[src/rtl/bus_pkg.sv]
// rtl/bus_pkg.sv - shared codes, widths and state type for the bus sequencer
package bus_pkg;

  localparam int SRC_W     = 3;
  localparam int DST_W     = 7;
  localparam int REG_SEL_W = 6;
  localparam int MEM_SEL_W = 2;
  localparam int WAIT_W    = 4;

  localparam logic [SRC_W-1:0] SRC_R    = 3'd0;
  localparam logic [SRC_W-1:0] SRC_AR   = 3'd1;
  localparam logic [SRC_W-1:0] SRC_DR   = 3'd2;
  localparam logic [SRC_W-1:0] SRC_AC   = 3'd3;
  localparam logic [SRC_W-1:0] SRC_PC   = 3'd4;
  localparam logic [SRC_W-1:0] SRC_IR   = 3'd5;
  localparam logic [SRC_W-1:0] SRC_DRAM = 3'd6;
  localparam logic [SRC_W-1:0] SRC_IRAM = 3'd7;

  localparam int DST_R    = 0;
  localparam int DST_AR   = 1;
  localparam int DST_DR   = 2;
  localparam int DST_AC   = 3;
  localparam int DST_PC   = 4;
  localparam int DST_IR   = 5;
  localparam int DST_DRAM = 6;

  typedef enum logic [1:0] {
    ST_IDLE,
    ST_DRIVE,
    ST_MWAIT,
    ST_LOAD
  } bus_state_t;

  function automatic logic is_mem_src(input logic [SRC_W-1:0] src);
    return (src == SRC_DRAM) || (src == SRC_IRAM);
  endfunction

  // A DRAM-to-DRAM move would need a read and a write in the same cycle.
  function automatic logic cmd_legal(input logic [SRC_W-1:0] src,
                                     input logic [DST_W-1:0] dst);
    return (dst != '0) && !((src == SRC_DRAM) && dst[DST_DRAM]);
  endfunction

  function automatic logic [REG_SEL_W+MEM_SEL_W-1:0] src_onehot(input logic [SRC_W-1:0] src);
    logic [REG_SEL_W+MEM_SEL_W-1:0] oh;
    oh = '0;
    oh[src] = 1'b1;
    return oh;
  endfunction

endpackage

[src/rtl/bus_sequencer_if.sv]
// rtl/bus_sequencer_if.sv - command handshake and bus-control signals of the sequencer
interface bus_sequencer_if #(
  parameter int CNT_W = 16
) ();
  import bus_pkg::*;

  logic                 cmd_valid;
  logic                 cmd_ready;
  logic [SRC_W-1:0]     cmd_src;
  logic [DST_W-1:0]     cmd_dst;
  logic [REG_SEL_W-1:0] control_register;
  logic [MEM_SEL_W-1:0] control_memory;
  logic [REG_SEL_W-1:0] ld;
  logic                 dram_we;
  logic                 mem_rd;
  logic                 done;
  logic                 err;
  logic                 busy;
  logic [CNT_W-1:0]     xfer_count;

  modport master (
    output cmd_valid, cmd_src, cmd_dst,
    input  cmd_ready, control_register, control_memory, ld, dram_we,
           mem_rd, done, err, busy, xfer_count
  );

  modport slave (
    input  cmd_valid, cmd_src, cmd_dst,
    output cmd_ready, control_register, control_memory, ld, dram_we,
           mem_rd, done, err, busy, xfer_count
  );
endinterface

[src/rtl/bus_sequencer.sv]
// rtl/bus_sequencer.sv - one-command-at-a-time data bus transfer sequencer
module bus_sequencer
  import bus_pkg::*;
#(
  parameter int MEM_LAT = 2,
  parameter int CNT_W   = 16
) (
  input  logic           clk,
  input  logic           rst_n,
  bus_sequencer_if.slave bus
);

  localparam logic [WAIT_W-1:0] LAT_M1 = (MEM_LAT > 0) ? WAIT_W'(MEM_LAT - 1) : '0;

  bus_state_t           state;
  logic [SRC_W-1:0]     src_q;
  logic [DST_W-1:0]     dst_q;
  logic [WAIT_W-1:0]    wait_cnt;
  logic [CNT_W-1:0]     cnt_q;
  logic                 cmd_ready_q;
  logic [REG_SEL_W-1:0] ctrl_reg_q;
  logic [MEM_SEL_W-1:0] ctrl_mem_q;
  logic [REG_SEL_W-1:0] ld_q;
  logic                 dram_we_q;
  logic                 mem_rd_q;
  logic                 done_q;
  logic                 err_q;
  logic                 busy_q;
  logic [REG_SEL_W+MEM_SEL_W-1:0] sel_oh;

  assign sel_oh = src_onehot(bus.cmd_src);

  always_ff @(posedge clk or negedge rst_n) begin
    if (!rst_n) begin
      state       <= ST_IDLE;
      src_q       <= '0;
      dst_q       <= '0;
      wait_cnt    <= '0;
      cnt_q       <= '0;
      cmd_ready_q <= 1'b1;
      ctrl_reg_q  <= '0;
      ctrl_mem_q  <= '0;
      ld_q        <= '0;
      dram_we_q   <= 1'b0;
      mem_rd_q    <= 1'b0;
      done_q      <= 1'b0;
      err_q       <= 1'b0;
      busy_q      <= 1'b0;
    end else begin
      ld_q      <= '0;
      dram_we_q <= 1'b0;
      done_q    <= 1'b0;
      err_q     <= 1'b0;
      case (state)
        ST_IDLE: begin
          // Also re-opens the handshake after a rejected command's err cycle.
          cmd_ready_q <= 1'b1;
          if (cmd_ready_q && bus.cmd_valid) begin
            src_q       <= bus.cmd_src;
            dst_q       <= bus.cmd_dst;
            cmd_ready_q <= 1'b0;
            if (cmd_legal(bus.cmd_src, bus.cmd_dst)) begin
              state      <= ST_DRIVE;
              busy_q     <= 1'b1;
              ctrl_reg_q <= sel_oh[REG_SEL_W-1:0];
              ctrl_mem_q <= sel_oh[REG_SEL_W+MEM_SEL_W-1:REG_SEL_W];
              mem_rd_q   <= is_mem_src(bus.cmd_src);
            end else begin
              err_q <= 1'b1;
            end
          end
        end
        ST_DRIVE: begin
          if (is_mem_src(src_q) && (MEM_LAT > 0)) begin
            state    <= ST_MWAIT;
            wait_cnt <= LAT_M1;
          end else begin
            state     <= ST_LOAD;
            ld_q      <= dst_q[REG_SEL_W-1:0];
            dram_we_q <= dst_q[DST_DRAM];
            done_q    <= 1'b1;
            cnt_q     <= cnt_q + CNT_W'(1);
          end
        end
        ST_MWAIT: begin
          if (wait_cnt == '0) begin
            state     <= ST_LOAD;
            ld_q      <= dst_q[REG_SEL_W-1:0];
            dram_we_q <= dst_q[DST_DRAM];
            done_q    <= 1'b1;
            cnt_q     <= cnt_q + CNT_W'(1);
          end else begin
            wait_cnt <= wait_cnt - WAIT_W'(1);
          end
        end
        ST_LOAD: begin
          state       <= ST_IDLE;
          busy_q      <= 1'b0;
          cmd_ready_q <= 1'b1;
          ctrl_reg_q  <= '0;
          ctrl_mem_q  <= '0;
          mem_rd_q    <= 1'b0;
        end
        default: state <= ST_IDLE;
      endcase
    end
  end

  assign bus.cmd_ready        = cmd_ready_q;
  assign bus.control_register = ctrl_reg_q;
  assign bus.control_memory   = ctrl_mem_q;
  assign bus.ld               = ld_q;
  assign bus.dram_we          = dram_we_q;
  assign bus.mem_rd           = mem_rd_q;
  assign bus.done             = done_q;
  assign bus.err              = err_q;
  assign bus.busy             = busy_q;
  assign bus.xfer_count       = cnt_q;

endmodule

[src/flat_wrapper.sv]
// flat-port wrapper written by rule: the top's interface ports become plain ports
module bus_sequencer_flat import bus_pkg::*;
#(
  parameter int MEM_LAT = 2,
  parameter int CNT_W   = 16
)
  (clk, rst_n, bus_cmd_valid, bus_cmd_src, bus_cmd_dst, bus_cmd_ready, bus_control_register, bus_control_memory, bus_ld, bus_dram_we, bus_mem_rd, bus_done, bus_err, bus_busy, bus_xfer_count);
  bus_sequencer_if #(.CNT_W(CNT_W)) bus_i ();
  input  logic clk;
  input  logic rst_n;
  input wire logic [$bits(bus_i.cmd_valid)-1:0] bus_cmd_valid;
  input wire logic [$bits(bus_i.cmd_src)-1:0] bus_cmd_src;
  input wire logic [$bits(bus_i.cmd_dst)-1:0] bus_cmd_dst;
  output wire logic [$bits(bus_i.cmd_ready)-1:0] bus_cmd_ready;
  output wire logic [$bits(bus_i.control_register)-1:0] bus_control_register;
  output wire logic [$bits(bus_i.control_memory)-1:0] bus_control_memory;
  output wire logic [$bits(bus_i.ld)-1:0] bus_ld;
  output wire logic [$bits(bus_i.dram_we)-1:0] bus_dram_we;
  output wire logic [$bits(bus_i.mem_rd)-1:0] bus_mem_rd;
  output wire logic [$bits(bus_i.done)-1:0] bus_done;
  output wire logic [$bits(bus_i.err)-1:0] bus_err;
  output wire logic [$bits(bus_i.busy)-1:0] bus_busy;
  output wire logic [$bits(bus_i.xfer_count)-1:0] bus_xfer_count;
  assign bus_i.cmd_valid = bus_cmd_valid;
  assign bus_i.cmd_src = bus_cmd_src;
  assign bus_i.cmd_dst = bus_cmd_dst;
  assign bus_cmd_ready = bus_i.cmd_ready;
  assign bus_control_register = bus_i.control_register;
  assign bus_control_memory = bus_i.control_memory;
  assign bus_ld = bus_i.ld;
  assign bus_dram_we = bus_i.dram_we;
  assign bus_mem_rd = bus_i.mem_rd;
  assign bus_done = bus_i.done;
  assign bus_err = bus_i.err;
  assign bus_busy = bus_i.busy;
  assign bus_xfer_count = bus_i.xfer_count;
  bus_sequencer #(.MEM_LAT(MEM_LAT), .CNT_W(CNT_W)) u_core (.clk(clk), .rst_n(rst_n), .bus(bus_i));
endmodule
[config.mk]
export PLATFORM = sky130hd
export DESIGN_NAME = bus_sequencer_flat
export DESIGN_NICKNAME = d
export VERILOG_FILES = /design/src/rtl/bus_pkg.sv /design/src/rtl/bus_sequencer_if.sv /design/src/rtl/bus_sequencer.sv /design/src/flat_wrapper.sv
export SDC_FILE = /design/constraint.sdc
export NUM_CORES = 1
export LEC_CHECK = 0
export CAP_MARGIN = 20
export CORE_ASPECT_RATIO = 0.9
export CORE_UTILIZATION = 55
export DETAILED_ROUTE_END_ITERATION = 7
export DONT_BUFFER_PORTS = 1
export PLACE_DENSITY = 0.7
export SKIP_LAST_GASP = 1
export SLEW_MARGIN = 20
export SYNTH_ARGS = -nofsm -noshare
export SYNTH_HDL_FRONTEND = slang
export SYNTH_SLANG_ARGS = --single-unit
[constraint.sdc]
create_clock -name clk -period 2.16 [get_ports clk]
set_input_delay 0.108 -clock clk [delete_from_list [all_inputs] [get_ports clk]]
set_output_delay 0.108 -clock clk [all_outputs]
set_load 0.1 [all_outputs]
# Word level (Yosys, flattened, before mapping)
# Cells that the tools add are included.
[word_totals]
inputBits = 13
elab_cells = 87
register_bits = 52
out_inout_bits = 36
[op_classes]
reduce_logical = 17
n_lt_le_gt_ge = 2
eq_ne = 13
muxes = 39
add_sub_neg = 2
[ops]
columns = ["operator", "n"]
rows = [
  ["$mux 16", 2],
  ["$pmux 16 s2", 1],
  ["$mux 6", 4],
  ["$pmux 6 s2", 2],
  ["$add 16x1->16 const B", 1],
  ["$mux 1", 14],
  ["$eq 3x3->1 const B", 4],
  ["$reduce_and 3->1", 4],
  ["$mux 2", 5],
  ["$pmux 1 s2", 5],
  ["$mux 4", 2],
  ["$ne 2x1->1 const B", 4],
  ["$pmux 2 s4", 1],
  ["$pmux 4 s2", 1],
  ["$reduce_bool 7->1", 1],
  ["$eq 2x2->1 const B", 2],
  ["$logic_and 1x1->1", 4],
  ["$logic_not 4->1", 1],
  ["$lt 3x4->1 const B", 1],
  ["$ne 2x2->1 const B", 2],
  ["$pmux 2 s2", 1],
  ["$reduce_bool 2->1", 2],
  ["$sub 4x1->4 const B", 1],
  ["$demux 1 s3", 1],
  ["6 further kinds", 7],
]

# Longest topological paths before layout
[logic_depth]
depth_word = 7
mapped_depth = 7
ltp_nobuf = 6

# Worst setup path before layout
# No wires, ideal clock.
[synth_path]
path_type = "register to register"
startpoint = "reg u_core.cnt_q[3], in the netlist u_core.bus.xfer_count[3]"
endpoint = "reg u_core.cnt_q[11], in the netlist u_core.bus.xfer_count[11]"
required_ps = 2001
setup_ps = 159
n_path_buf = 0
stages_incl_launch_ff = 5
synth_period_minus_slack_ps = 2297
slack_ps = -137
t_arrival_ps = 2139
cell_sequence = "dfrtp_1 > nand4_1 > a2111oi_4 > nand4_1 > xnor2_1"
[synth_via]
elab_chain_cells = 3
elab_cells_between_ends = 4
cone_classes = "add/sub: 1; mux: 3"
[synth_lines]
columns = ["element", "line_no", "text"]
rows = [
  ["start, declared", "bus_sequencer.sv:19", "logic [CNT_W-1:0] cnt_q;"],
  ["start signal, assigned", "bus_sequencer.sv:82", "cnt_q <= cnt_q + CNT_W'(1);"],
  ["start signal, assigned", "bus_sequencer.sv:91", "cnt_q <= cnt_q + CNT_W'(1);"],
  ["$add 16x1->16 *", "bus_sequencer.sv:82, bus_sequencer.sv:91", ""],
  ["$mux 16 (on tied branches)", "bus_sequencer.sv:86, bus_sequencer.sv:74", ""],
  ["$pmux 16 s2 *", "bus_sequencer.sv:54", "case (state)"],
]
# Mark *: on every way between the ends. The rest lies on a longest branch, timed or not. The select of a mux whose other input is x is not followed.
# A chain may end at the register's enable or synchronous reset.

# Worst setup path in the final report
[layout_path]
startpoint = "reg u_core.wait_cnt[0]"
endpoint = "reg u_core.cnt_q[14], in the netlist u_core.bus.xfer_count[14]"
[layout_via]
elab_chain_cells = 3
[layout_lines]
columns = ["element", "line_no", "text"]
rows = [
  ["start, declared", "bus_sequencer.sv:18", "logic [WAIT_W-1:0] wait_cnt;"],
  ["start signal, assigned", "bus_sequencer.sv:93", "wait_cnt <= wait_cnt - WAIT_W'(1);"],
  ["$logic_not 4->1", "bus_sequencer.sv:86", "if (wait_cnt == '0) begin"],
  ["$ne 2x1->1 (no line)", "n/a", ""],
  ["$reduce_and 3->1 (no line)", "n/a", ""],
]
# No other way between the ends.

==> impl_metrics.env <==
export IMPL_nNetsFinal=256
export IMPL_vias_per_cell=5.68
export IMPL_drt_wl_total_um=4410
export IMPL_crit_arrival_ns=2.23
export IMPL_io_pins=49
export IMPL_worstPathBufferInverterCount=1
export IMPL_setup_viol=0
export IMPL_drtIter0Drc=92
export IMPL_die_width_um=70.5
export IMPL_clk_pin_slew_ns=0.09
export IMPL_slew_headroom_pct=42.4
export IMPL_cts_setup_buffers=0
export IMPL_cpLargestDelayFamily="simple AND/OR/NAND/NOR gates"
export IMPL_synth_edff_count=0
export IMPL_dpl_instance_area_um2=2590
export IMPL_ant_nets=0
export IMPL_fmax_mhz=486
export IMPL_crit_required_ns=2.33
export IMPL_yosys_top_cells_area="dfrtp_1 54%, mux2_2 8.7%, xnor2_1 4.2%"
export IMPL_grt_usage_pct=22.3
export IMPL_port_buffers=0
export IMPL_drc=0
export IMPL_critPathKind="reg2reg"
export IMPL_design_area_um2=2830
export IMPL_worstSkewPairLatency_ns=0.30
export IMPL_worstPathMaxFanout=7
export IMPL_max_stage_delay_ns=0.48
export IMPL_synthesis_nets=212
export IMPL_cts_buffers=5
export IMPL_hold_viol_final=0
export IMPL_finalMaxSlewViolations=0
export IMPL_grt_pass1_vias=1693
export IMPL_synth_distinct_cells=43
export IMPL_final_common_cell="dfrtp_1"
export IMPL_fin_crit_ns=2.06
export IMPL_crit_chain="inv_1 > ha_2 > or3b_4 > a2111oi_4 > nand4_1 > xnor2_1"
export IMPL_grt_overflow_total=0
export IMPL_tightest_slew_ns=0.864
export IMPL_layout_drive_gt1_share_pct=30.4
export IMPL_synth_cells=192
export IMPL_post_drt_wl_per_cell_um=15.5
export IMPL_crit_path_start_kind="flop"
export IMPL_status="completed"
export IMPL_dr_pass1_iters=4
export IMPL_cts_tree="done"
export IMPL_reg2regPathDepth=6
export IMPL_rsz0062_at_grt="false"
export IMPL_die_h_um=63.6
export IMPL_hold_depth=2
export IMPL_ys_flop_type="dfrtp_1"
export IMPL_maxCapViolations=0
export IMPL_synth_area_um2=2320
export IMPL_ys_warn_count=0
export IMPL_cts_root_buf="clkbuf_8"
export IMPL_layout_common_cells="46 x dfrtp_1, 29 x buf_4, 18 x mux2_2"
export IMPL_critical_path_depth=6
export IMPL_synth_area_per_cell_um2=12.1
export IMPL_cts_sinks=51
export IMPL_yosysTopAreaCellShare_pct=53.9
export IMPL_vias=1620
export IMPL_setup_tns_ns=0
export IMPL_start_util_pct=57.3
export IMPL_dp_hpwl_um=3190
export IMPL_grt_max_degree=52
export IMPL_area_growth_synth_to_final_pct=22.1
export IMPL_grt_pass1_wl_um=7800
export IMPL_design_core_area_um2=4050
export IMPL_place_congestion=0.832
export IMPL_ys_seq_area_share_pct=55.1
export IMPL_row_count=22
export IMPL_async_reset_ff_share_pct=100
export IMPL_cts_max_level=2
export IMPL_end_kind="flop"
export IMPL_die_area_um2=4480
export IMPL_clock_skew_ns=0.00939
export IMPL_synth_top_cell_by_area="dfrtp_1"
export IMPL_synth_seq_cells=51
export IMPL_period_share_pct=95.3
export IMPL_worst_path_max_delay_cell="a2111oi_4"
export IMPL_min_path_type="in2reg"
export IMPL_n_antenna_cell=0
export IMPL_cts_buffer_depth=2
export IMPL_antenna_found_initial=0
==> cells in the mapped netlist (2+ instances only) <==
| master | number |
|---|---|
| and4_1 | 2 |
| nor2_1 | 9 |
| nand2b_1 | 3 |
| nand4_1 | 6 |
| mux2i_1 | 2 |
| o21ai_0 | 6 |
| dfrtp_1 | 50 |
| and2_1 | 9 |
| clkbuf_1 | 2 |
| ha_1 | 7 |
| xor2_1 | 4 |
| mux2_2 | 18 |
| inv_1 | 9 |
| nor3_1 | 7 |
| nor2b_1 | 2 |
| nand2_1 | 6 |
| and3_1 | 4 |
| xnor2_1 | 11 |
| nor4_1 | 2 |
| nand3_1 | 10 |
==> path summary, 6_finish.rpt <==
check,to,start,slack (ns)
max reg2reg,u_core.bus.xfer_count[14]$_DFFE_PN0P_,u_core.wait_cnt[0]$_DFFE_PN0P_,0.10
max in group asynchronous,u_core.bus.cmd_ready$_DFFE_PN1P_,rst_n,1.57
min,u_core.bus.cmd_ready$_DFFE_PN1P_,bus_cmd_valid,0.04
min in group asynchronous,u_core.bus.ld[5]$_DFF_PN0_,rst_n,0.32
min reg2reg,u_core.bus.ld[2]$_DFF_PN0_,u_core.dst_q[2]$_DFFE_PN0P_,0.49
max,u_core.bus.xfer_count[14]$_DFFE_PN0P_,u_core.wait_cnt[0]$_DFFE_PN0P_,0.10
==> stage by stage <==
| step | hold slack [ns] | setup slack [ns] | instances | util (%) |
|---|---|---|---|---|
| after detailed placement | -0.187 | 0.0743 | 266 | 64.0 |
| after global routing | 0.0348 | 0.00980 | 285 | 70.0 |
| after CTS | 0.0380 | 0.0396 | 285 | 69.9 |
| after global placement | -0.187 | 0.159 | 266 | 64.0 |
| final | 0.0416 | 0.102 | 285 | 70.0 |
| after floorplan | -0.188 | 0.0675 | 192 | - |
==> flip-flops by register name, summed over array words and instances (netlist names), 2 cells and up <==
register and count:
u_core.src_q 2, u_core.bus.control_register 6, u_core.bus.control_memory 2, u_core.wait_cnt 4
u_core.bus.ld 6, u_core.bus.xfer_count 16, u_core.dst_q 7, u_core.state 2
==> what timing repair did <==
item                                   CTS  global route
setup endpoints to repair                0             7
hold buffers                            11             0
endpoints found under the hold margin   61             0
gates resized for setup                  0             2
==> routing by layer <==
layer / global-route usage [%] / vias up / part of all wire (%)
li1: - / 766 / -
met1: 29.7 / 813 / 45
met2: 36.9 / 34 / 49
met3: 4.32 / 7 / 4.5
met4: 6.75 / 0 / 1.4
met5: 0 / - / 0
==> cell type report <==
type | count | area (um2)
inverters | 9 | 33.8
flip-flops and latches | 51 | 1280
clock inverters | 3 | 43.8
clock buffers | 5 | 68.8
fillers | 307 | 1210
repair buffers | 40 | 345
well taps | 48 | 60.1
multi-input cells | 129 | 998
==> kinds of logic (layout without fill, tap and decap cells) <==
kind of cell / Yosys count / in the layout / share of synthesized area [%]
flip-flops: 51 / 51 / 55.1
AO/OA/AOI/OAI: 17 / 17 / 5.99
AND/OR/NAND/NOR: 70 / 70 / 17.9
multiplexers: 20 / 20 / 9.60
adder cells (fa/ha/maj): 7 / 7 / 3.78
XOR/XNOR: 15 / 15 / 5.66
buffers and inverters: 12 / 57 / 2.00
Power is left out: the tool's default activity adds up to more than one toggle a clock period on the data nets, which glitch-free logic cannot reach.
